--- src/rtl/key_debounce.sv ---
`default_nettype none
// ============================================================================
//  Module      : key_debounce
//  Description : Per-key synchroniser, debounce FSM and long-press timer for
//                active-low push-buttons; emits clean levels and event pulses.
//  Revision    : 1.0 - initial release
// ============================================================================
module key_debounce #(
    parameter int N_KEYS          = 4,
    parameter int DEBOUNCE_CYCLES = 1000000,
    parameter int LONG_CYCLES     = 50000000
) (
    input  logic              clk,
    input  logic              rst_n,
    input  logic [N_KEYS-1:0] key_in,
    output logic [N_KEYS-1:0] key_level,
    output logic [N_KEYS-1:0] key_press,
    output logic [N_KEYS-1:0] key_release,
    output logic [N_KEYS-1:0] key_long
);

    localparam int DB_W = $clog2(DEBOUNCE_CYCLES);
    localparam int LG_W = $clog2(LONG_CYCLES);
    localparam logic [DB_W-1:0] DB_LAST = DB_W'(DEBOUNCE_CYCLES - 1);
    localparam logic [LG_W-1:0] LG_LAST = LG_W'(LONG_CYCLES - 1);

    typedef enum logic [1:0] {
        IDLE         = 2'd0,
        PRESS_WAIT   = 2'd1,
        PRESSED      = 2'd2,
        RELEASE_WAIT = 2'd3
    } state_t;

    for (genvar k = 0; k < N_KEYS; k++) begin : g_key
        logic            r_sync1;
        logic            r_sync2;
        logic            w_ks;
        state_t          r_state;
        state_t          w_state_nxt;
        logic [DB_W-1:0] r_cnt;
        logic [DB_W-1:0] w_cnt_nxt;
        logic [LG_W-1:0] r_lcnt;
        logic [LG_W-1:0] w_lcnt_nxt;
        logic            r_long_done;
        logic            w_long_done_nxt;
        logic            r_level;
        logic            r_press;
        logic            r_release;
        logic            r_long;
        logic            w_level_nxt;
        logic            w_press_nxt;
        logic            w_release_nxt;
        logic            w_long_nxt;

        // Synchroniser resets to the released level so reset exit is silent.
        always_ff @(posedge clk or negedge rst_n) begin
            if (!rst_n) begin
                r_sync1 <= 1'b1;
                r_sync2 <= 1'b1;
            end else begin
                r_sync1 <= key_in[k];
                r_sync2 <= r_sync1;
            end
        end

        assign w_ks = ~r_sync2;

        always_ff @(posedge clk or negedge rst_n) begin
            if (!rst_n) begin
                r_state     <= IDLE;
                r_cnt       <= '0;
                r_lcnt      <= '0;
                r_long_done <= 1'b0;
                r_level     <= 1'b0;
                r_press     <= 1'b0;
                r_release   <= 1'b0;
                r_long      <= 1'b0;
            end else begin
                r_state     <= w_state_nxt;
                r_cnt       <= w_cnt_nxt;
                r_lcnt      <= w_lcnt_nxt;
                r_long_done <= w_long_done_nxt;
                r_level     <= w_level_nxt;
                r_press     <= w_press_nxt;
                r_release   <= w_release_nxt;
                r_long      <= w_long_nxt;
            end
        end

        always_comb begin
            w_state_nxt     = r_state;
            w_cnt_nxt       = r_cnt;
            w_lcnt_nxt      = r_lcnt;
            w_long_done_nxt = r_long_done;
            w_press_nxt     = 1'b0;
            w_release_nxt   = 1'b0;
            w_long_nxt      = 1'b0;
            case (r_state)
                IDLE: begin
                    if (w_ks) begin
                        w_state_nxt = PRESS_WAIT;
                        w_cnt_nxt   = DB_W'(1);
                    end
                end
                PRESS_WAIT: begin
                    if (!w_ks) begin
                        w_state_nxt = IDLE;
                        w_cnt_nxt   = '0;
                    end else if (r_cnt == DB_LAST) begin
                        w_state_nxt     = PRESSED;
                        w_press_nxt     = 1'b1;
                        w_lcnt_nxt      = '0;
                        w_long_done_nxt = 1'b0;
                    end else begin
                        w_cnt_nxt = r_cnt + DB_W'(1);
                    end
                end
                PRESSED: begin
                    if (!w_ks) begin
                        w_state_nxt = RELEASE_WAIT;
                        w_cnt_nxt   = DB_W'(1);
                    end else if (!r_long_done) begin
                        // Counter parks at its terminal value: one long pulse per press.
                        if (r_lcnt == LG_LAST) begin
                            w_long_nxt      = 1'b1;
                            w_long_done_nxt = 1'b1;
                        end else begin
                            w_lcnt_nxt = r_lcnt + LG_W'(1);
                        end
                    end
                end
                RELEASE_WAIT: begin
                    if (w_ks) begin
                        w_state_nxt = PRESSED;
                    end else if (r_cnt == DB_LAST) begin
                        w_state_nxt   = IDLE;
                        w_release_nxt = 1'b1;
                    end else begin
                        w_cnt_nxt = r_cnt + DB_W'(1);
                    end
                end
                default: begin
                    w_state_nxt = IDLE;
                end
            endcase
            w_level_nxt = (w_state_nxt == PRESSED) || (w_state_nxt == RELEASE_WAIT);
        end

        assign key_level[k]   = r_level;
        assign key_press[k]   = r_press;
        assign key_release[k] = r_release;
        assign key_long[k]    = r_long;
    end

endmodule
`default_nettype wire
--- config.mk ---
export PLATFORM = sky130hd
export DESIGN_NAME = key_debounce
export DESIGN_NICKNAME = d
export VERILOG_FILES = /design/src/rtl/key_debounce.sv
export SDC_FILE = /design/constraint.sdc
export NUM_CORES = 1
export LEC_CHECK = 0
export BUFFER_PORTS_ARGS = -buffer_cell sky130_fd_sc_hd__buf_2
export CORE_MARGIN = 2
export CORE_UTILIZATION = 52
export DETAILED_ROUTE_END_ITERATION = 16
export PLACE_DENSITY = 0.75
export SYNTH_ARGS = -nofsm -noshare
export SYNTH_HDL_FRONTEND = slang
export SYNTH_SLANG_ARGS = --single-unit
--- constraint.sdc ---
create_clock -name clk -period 2.75 [get_ports clk]
set_clock_uncertainty 0.15 [all_clocks]
set_input_delay 0 -clock clk [delete_from_list [all_inputs] [get_ports clk]]
set_output_delay 0 -clock clk [all_outputs]
set_load 0.1 [all_outputs]
==> results.txt, run 1 <==
----------------------------------------------------
[Clocking]
  Num Clock Sinks ... 220
  TritonCTS buffer count ... 24
  Register clock-pin slew on the reported worst setup and hold paths ... 0.06 ns
  CTS max path bufs ... 3
  Hold buffer count at CTS ... 10
  Number of levels the H-tree was split into ... 1
  Buffer cell driving the clock tree root ... sky130_fd_sc_hd__clkbuf_16
  Post-CTS setup buffer count ... 0
  Post-cts gate resize count ... 0
  TritonCTS clock tree ... built
  Worst-Skew Late Latency ... 0.52 ns

[Placed design]
  HPWL after detailed placement ... 18,030 um
  Placer's final routability congestion estimate ... 0.8450
  Port Buf Inserts ... 21
  Area after detailed placement ... 12,820 um2

[GRT]
  Wire length of the first global-routing pass ... 47,800 um
  Number of antenna violations at the first check in global routing ... 0
  Pin count of the biggest net entering global routing ... 82
  Overflow left after global routing ... 0
  Number of global-route vias before repair ... 10,065
  Total GRT Usage ... 0.2262

[Routing]
  Detailed-routing iteration count for the pre-antenna-repair pass ... 5
  Drt drc ... 0
  Routed via count ... 10,823
  Routed WL ... 27,560 um
  Final ANT Viol Nets ... 0
  Avg WL per Cell ... 15.89 um
  Detailed router's first-iteration violation count ... 833
  Per-cell via count in the routed design ... 6.238

[Floorplan]
  Core area ... 23,330 um2
  Height of the chip ... 157.6 um
  Initial core utilization ... 0.5261
  Die area ... 24,850 um2
  Cell row count ... 56
  I/O pin total ... 22
  Horizontal die dimension ... 157.6 um

[Synth]
  Count of cell types in the netlist ... 76
  Mean instance size in the synthesized netlist ... 8.914 um2
  Most common library cells after synthesis ... sky130_fd_sc_hd__dfrtp_1, sky130_fd_sc_hd__nand2_1, sky130_fd_sc_hd__o21ai_0
  Post-synthesis instance area ... 12,270 um2
  Number of flops mapped to enable cells by yosys ... 0
  Number of instances in the synthesized netlist ... 1,377
  Most repeated cell in the gate-level netlist after synthesis ... sky130_fd_sc_hd__dfrtp_1
  Leading post-synthesis cells by cell area ... sky130_fd_sc_hd__dfrtp_1, sky130_fd_sc_hd__nand2_1, sky130_fd_sc_hd__o21ai_0
  Share of synthesized area occupied by flip-flops and latches ... 0.4493
  Leading area contributor after synthesis ... sky130_fd_sc_hd__dfrtp_1
  Area share of the largest cell type after synthesis ... 0.4322
  FF+latch count, synth ... 220
  Post-synth net total ... 1,391
  Primary flip-flop cell chosen by synthesis mapping ... sky130_fd_sc_hd__dfrtp_1
  Yosys Warn Count ... 0
  Async set-reset flop share out of synthesis ... 1.000

[Final layout]
  Area of combinational cells with multiple inputs ... 6197 um2
  Proportion of layout cells with a drive suffix above 1 ... 0.1031
  Fill cell count ... 1,987
  Layout overhead on the synthesized area ... 12.40%
  Net count of the finished layout ... 1,412
  Post-Layout Inst Area ... 13,800 um2
  Utilization after layout ... 0.5913
  Sequential cell area in the final layout ... 5515 um2
  Number of inserted diodes ... 0

[STA]
  Worst slew pin tran ... 0.6871 ns
  Final setup violation count ... 0
  Worst hold slack ... 0.2039 ns
  Final Hold Vio Count ... 0
  Final period util ... 0.9469
  Min Clock Period, post-route ... 2.604 ns
  Rel. slew slack ... 0.5419
  RSZ-0062 raised after global routing ... false
  Total count of max-transition violations in the final report ... 0
  Max Clk Rate ... 384.0 MHz
  Final TNS setup ... 0 ns

[Run]
  MaxCap Viol Count ... 0

[Setup path]
  CP Capture Type ... register
  Setup slack on the worst flop-to-flop path ... 0.15 ns
  Arr. time, crit path ... 2.83 ns
  Top cell family by delay on the critical path ... simple AND/OR/NAND/NOR gates
  Total buffers and inverters traversed by the critical path ... 1
  Critical Path, Cell by Cell ... or4b_1, or4_4, or3_1, buf_4, o211ai_1, nand2_1
  Worst path max stage delay ... 0.54 ns
  Slowest-stage cell, CP ... sky130_fd_sc_hd__or4b_1
  Critical Path Fanout Max ... 7
  Critical path startpoint category ... register
  Category of the critical setup timing path ... reg -> reg
  Worst endpoint required time ... 2.98 ns

[Min path]
  Worst hold path type ... reg -> reg

[Pwr]
  Share of power burned in the clock network ... 0.498
  Switching portion of total power ... 0.2146
  Total design power ... 0.007095 W
  Switching power summed over all nets ... 0.001522 W
  Leakage power summed over all cells ... 5.575 nW
  Internal power consumption ... 0.005573 W
  Areal power density over the cells ... 514.3 nW/um2
  Part of the power in combinational logic ... 0.037
  Share of power burned in registers ... 0.465
  Peak supply drop ... 0.4685 mV

[Status]
  Status ... complete, no violations

----------------------------------------------------
-- flip-flops by register name, indices dropped and copies added (netlist names) --
| name | cells |
|---|---|
| g_key.r_lcnt | 104 |
| g_key.r_cnt | 80 |
| g_key.r_state | 8 |
| g_key.r_level | 4 |
| g_key.r_long | 4 |
| g_key.r_long_done | 4 |
| g_key.r_press | 4 |
| g_key.r_release | 4 |
| g_key.r_sync1 | 4 |
| g_key.r_sync2 | 4 |
-- power by group through the flow --
stage	clock network [W]	registers [W]	logic (W)
6_report	0.00353	0.00330	0.000262
5_1_grt	0.00375	0.00330	0.000300
4_1_cts	0.00360	0.00330	0.000266
3_5_place_dp	0	0.00336	0.000253
3_3_place_gp	0	0.00336	0.000245
2_1_floorplan	0	0.00334	0.000141
-- area by class of cell --
| cell class | instances | share of cell area |
|---|---|---|
| Clock inverter | 7 | 0.009795 |
| Inverter | 42 | 0.01143 |
| Sequential cell | 220 | 0.3998 |
| Multi-Input combinational cell | 1026 | 0.4492 |
| Clock buffer | 37 | 0.05369 |
| Timing Repair Buffer | 84 | 0.04716 |
| Tap cell | 319 | 0.02893 |
-- cells in the final DEF, fill, tap and decap left out, drive strengths merged, types with 20 or more instances in the layout --
cell type / n
o21ai: 110
nand4: 55
nand3: 88
nor4: 30
o31ai: 43
a21oi: 78
dfrtp: 212
o211ai: 40
or4: 68
clkbuf: 37
and2: 20
and3: 30
a31oi: 22
buf: 74
inv: 42
or3: 25
nand2: 147
nor2: 71
-- cell families (layout without fill, tap and decap cells) --
logic type | count (synthesis) | count (layout) | share of synthesized area
multiplexers | 11 | 11 | 0.009073
AND/OR/NAND/NOR | 615 | 615 | 0.2778
adder cells (fa/ha/maj) | 8 | 8 | 0.008155
XOR/XNOR | 25 | 25 | 0.01784
buffers and inverters | 131 | 170 | 0.04760
flip-flops | 220 | 220 | 0.4493
AO/OA/AOI/OAI | 367 | 367 | 0.1902
-- path summary, 6_finish.rpt --
check                                       start                 end  cells past startpoint
worst min-delay path             g_key[1].r_sync1    g_key[1].r_sync2                      0
worst max-delay path            g_key[1].r_cnt[8]  g_key[1].r_lcnt[5]                      6
max in group asynchronous                   rst_n    g_key[3].r_sync2                      4
min in group asynchronous                   rst_n    g_key[2].r_press                      3
worst max register to register  g_key[1].r_cnt[8]  g_key[1].r_lcnt[5]                      6
worst min register to register   g_key[1].r_sync1    g_key[1].r_sync2                      0
-- through the flow --
step	instances	setup WS [ns]
4_1_cts	1735	0.1393
3_5_place_dp	1681	0.2059
6_report	1735	0.1461
3_3_place_gp	1681	0.2434
5_1_grt	1735	0.03342
2_1_floorplan	1377	0.2128
-- routing by layer --
metal | part of all wire | vias up | wire length [um] | track usage
met4 | 0.012 | 0 | 322 | 0.04805
met3 | 0.041 | 31 | 1121 | 0.02792
li1 | - | 5269 | - | -
met5 | 0 | - | 0 | 0
met2 | 0.47 | 246 | 12910 | 0.3646
met1 | 0.48 | 5277 | 13200 | 0.3295
Note: power is estimated with default switching activity, not from simulation.
==> run 2: changes to the inputs <==
--- a/config.mk
+++ b/config.mk
@@ -9,7 +9,7 @@
 export CORE_MARGIN = 2
 export CORE_UTILIZATION = 52
 export DETAILED_ROUTE_END_ITERATION = 16
-export PLACE_DENSITY = 0.75
+export PLACE_DENSITY_LB_ADDON = 0.2
 export SYNTH_ARGS = -nofsm -noshare
 export SYNTH_HDL_FRONTEND = slang
 export SYNTH_SLANG_ARGS = --single-unit
==> run 2 against run 1 <==
  * Critical endpoint is now g_key[2].r_lcnt[9]
  * First-iteration DRC count is 48% lower
  * Utilization decreased by 0.21 points
  * Highest routed layer unchanged
  * Critical path depth decreased by 1
  * Die area stayed put
  * Count of clock-buffer cells in the layout is 1 higher
  * Sequential cell count stayed put
==> results.txt, run 2 (synthesis results as in run 1) <==
----------------------------------------------------
[Clocking]
  Worst-Skew Late Latency ... 0.52 ns (about the same)
  Register clock-pin slew on the reported worst setup and hold paths ... 0.06 ns (about the same)
  Buffer cell driving the clock tree root ... sky130_fd_sc_hd__clkbuf_16 (unchanged)
  Post-CTS setup buffer count ... 0 (unchanged)
  Num Clock Sinks ... 220 (unchanged)
  TritonCTS clock tree ... built (unchanged)
  TritonCTS buffer count ... 25 (was 24)
  Number of levels the H-tree was split into ... 1 (unchanged)
  CTS max path bufs ... 3 (unchanged)

[Placed design]
  Area after detailed placement ... 12,880 um2 (was 12,820 um2)
  HPWL after detailed placement ... 18,290 um (was 18,030 um)
  Port Buf Inserts ... 21 (unchanged)
  Placer's final routability congestion estimate ... 0.8352 (was 0.8450)
  Worst slack after detailed placement ... 0.1845 ns (was 0.2059 ns)
  Placed instance count ... 1,691 (was 1,681)

[STA]
  Setup slack after layout ... 0.1599 ns (was 0.1461 ns)
  Min Clock Period, post-route ... 2.590 ns (was 2.604 ns)
  Final setup violation count ... 0 (unchanged)
  Max Clk Rate ... 386.1 MHz (was 384.0 MHz)
  Final TNS setup ... 0 ns (unchanged)
  Final Hold Vio Count ... 0 (unchanged)
  RSZ-0062 raised after global routing ... false (unchanged)
  Worst slew pin tran ... 0.7052 ns (was 0.6871 ns)
  Final period util ... 0.9419 (was 0.9469)
  Rel. slew slack ... 0.5298 (was 0.5419)
  Total count of max-transition violations in the final report ... 0 (unchanged)

[GRT]
  Number of global-route vias before repair ... 10,047 (was 10,065)
  Wire length of the first global-routing pass ... 47,440 um (was 47,800 um)
  Number of antenna violations at the first check in global routing ... 0 (unchanged)
  Total GRT Usage ... 0.2237 (was 0.2262)
  Pin count of the biggest net entering global routing ... 90 (was 82)
  Overflow left after global routing ... 0 (unchanged)

[Floorplan]
  Initial core utilization ... 0.5261 (unchanged)
  Cell row count ... 56 (unchanged)
  Die area ... 24,850 um2 (unchanged)
  Height of the chip ... 157.6 um (unchanged)
  Core area ... 23,330 um2 (unchanged)
  I/O pin total ... 22 (unchanged)
  Horizontal die dimension ... 157.6 um (unchanged)

[Setup path]
  CP Capture Type ... register (unchanged)
  Critical Path Fanout Max ... 12 (was 7)
  Critical path startpoint category ... register (unchanged)
  Worst endpoint required time ... 3.00 ns (was 2.98 ns)
  Arr. time, crit path ... 2.84 ns (was 2.83 ns)
  Category of the critical setup timing path ... reg -> reg (unchanged)

[Final layout]
  Post-Layout Inst Area ... 13,750 um2 (was 13,800 um2)
  Layout overhead on the synthesized area ... 11.99% (was 12.40%)
  Non-Filler Instances ... 1,743 (was 1,735)
  Most flop-heavy register ... g_key.r_lcnt (unchanged)
  Net count of the finished layout ... 1,423 (was 1,412)
  Proportion of layout cells with a drive suffix above 1 ... 0.1053 (was 0.1031)
  Commonest cells after routing, fill and taps aside ... sky130_fd_sc_hd__dfrtp_1, sky130_fd_sc_hd__nand2_1, sky130_fd_sc_hd__o21ai_0, sky130_fd_sc_hd__nand3_1, sky130_fd_sc_hd__a21oi_1 (unchanged)
  Number of inserted diodes ... 0 (unchanged)
  Most frequent standard cell in the layout excluding fill and tap cells ... sky130_fd_sc_hd__dfrtp_1 (unchanged)
  Largest register FFs ... 104 (unchanged)
  Registers with the most flip-flops ... g_key.r_lcnt: 104 flops, g_key.r_cnt: 80 flops, g_key.r_state: 8 flops (unchanged)

[Routing]
  Routed WL ... 27,280 um (was 27,560 um)
  Final ANT Viol Nets ... 0 (unchanged)
  Per-cell via count in the routed design ... 6.130 (was 6.238)
  Detailed-routing iteration count for the pre-antenna-repair pass ... 5 (unchanged)
  Drt drc ... 0 (unchanged)
  Detailed router's first-iteration violation count ... 436 (was 833)
  Routed via count ... 10,684 (was 10,823)
  Avg WL per Cell ... 15.65 um (was 15.89 um)

[Pwr]
  Areal power density over the cells ... 487.7 nW/um2 (was 514.3 nW/um2)
  Leakage power summed over all cells ... 5.556 nW (was 5.575 nW)
  Peak supply drop ... 0.4381 mV (was 0.4685 mV)

[Status]
  Status ... complete, no violations (unchanged)

[Run]
  MaxCap Viol Count ... 0 (unchanged)

[Min path]
  Worst hold path type ... reg -> reg (unchanged)

----------------------------------------------------
run 2: cell count changes in the layout (fill, tap and decap cells not counted), moves of 3 or more:
cell and delta:
sky130_fd_sc_hd__buf_4 +11, sky130_fd_sc_hd__bufinv_16 -3, sky130_fd_sc_hd__clkbuf_8 -3, sky130_fd_sc_hd__clkbuf_1 +4
run 2: worst paths after layout:
kind / from / slack, ns / end / cells after the start
min in group asynchronous: rst_n / 0.44 / g_key[1].r_lcnt[8] / 3
worst max register to register: g_key[2].r_cnt[10] / 0.16 / g_key[2].r_lcnt[9] / 5
worst min-delay path: g_key[1].r_sync1 / 0.21 / g_key[1].r_sync2 / 0
max in group asynchronous: rst_n / 1.13 / g_key[0].r_sync2 / 4
worst max-delay path: g_key[2].r_cnt[10] / 0.16 / g_key[2].r_lcnt[9] / 5
worst min register to register: g_key[1].r_sync1 / 0.21 / g_key[1].r_sync2 / 0
run 2: stage by stage:
step           utilization  power, W  hold slack [ns]
3_3_place_gp        0.5521  0.003608         -0.09295
4_1_cts             0.5891  0.006792           0.2058
6_report            0.5891  0.006704           0.2053
2_1_floorplan            -  0.003484          -0.4456
5_1_grt             0.5891  0.006947           0.2150
3_5_place_dp        0.5521  0.003614         -0.08518
run 2: per-layer routing:
| layer | part of all wire | global-route usage | vias up | wire length, um |
|---|---|---|---|---|
| li1 | - | - | 5282 | - |
| met1 | 0.48 | 0.3204 | 5189 | 13070 |
| met2 | 0.47 | 0.3687 | 180 | 12690 |
| met5 | 0 | 0 | - | 0 |
| met3 | 0.038 | 0.02518 | 33 | 1028 |
| met4 | 0.018 | 0.04675 | 0 | 485 |
run 2: power breakdown:
group          internal (W)  leakage [nW]  switching, W
logic             0.0000876          2.15      0.000175
registers           0.00327          3.03     0.0000339
clock network       0.00187         0.374       0.00127
run 2: critical path: stages, from the launching register on:
cell and delay (ns):
sky130_fd_sc_hd__dfrtp_1 0.43, sky130_fd_sc_hd__or4b_1 0.50, sky130_fd_sc_hd__or4_1 0.47, sky130_fd_sc_hd__or3_1 0.62, sky130_fd_sc_hd__o211ai_1 0.22, sky130_fd_sc_hd__nand2_1 0.08
run 2: timing repair:
item / 4_1_cts / 5_1_grt
endpoints found under the hold margin: 218 / 0
hold buffers: 10 / 0
resized for setup: 0 / 0
run 2: area by class of cell:
class / instances / area, um2
inverters: 42 / 157.7
repair buffers: 94 / 713.2
fillers: 2050 / 9587
clock buffers: 38 / 714.4
multi-input cells: 1026 / 6197
well taps: 319 / 399.1
flip-flops and latches: 220 / 5515
clock inverters: 4 / 48.80
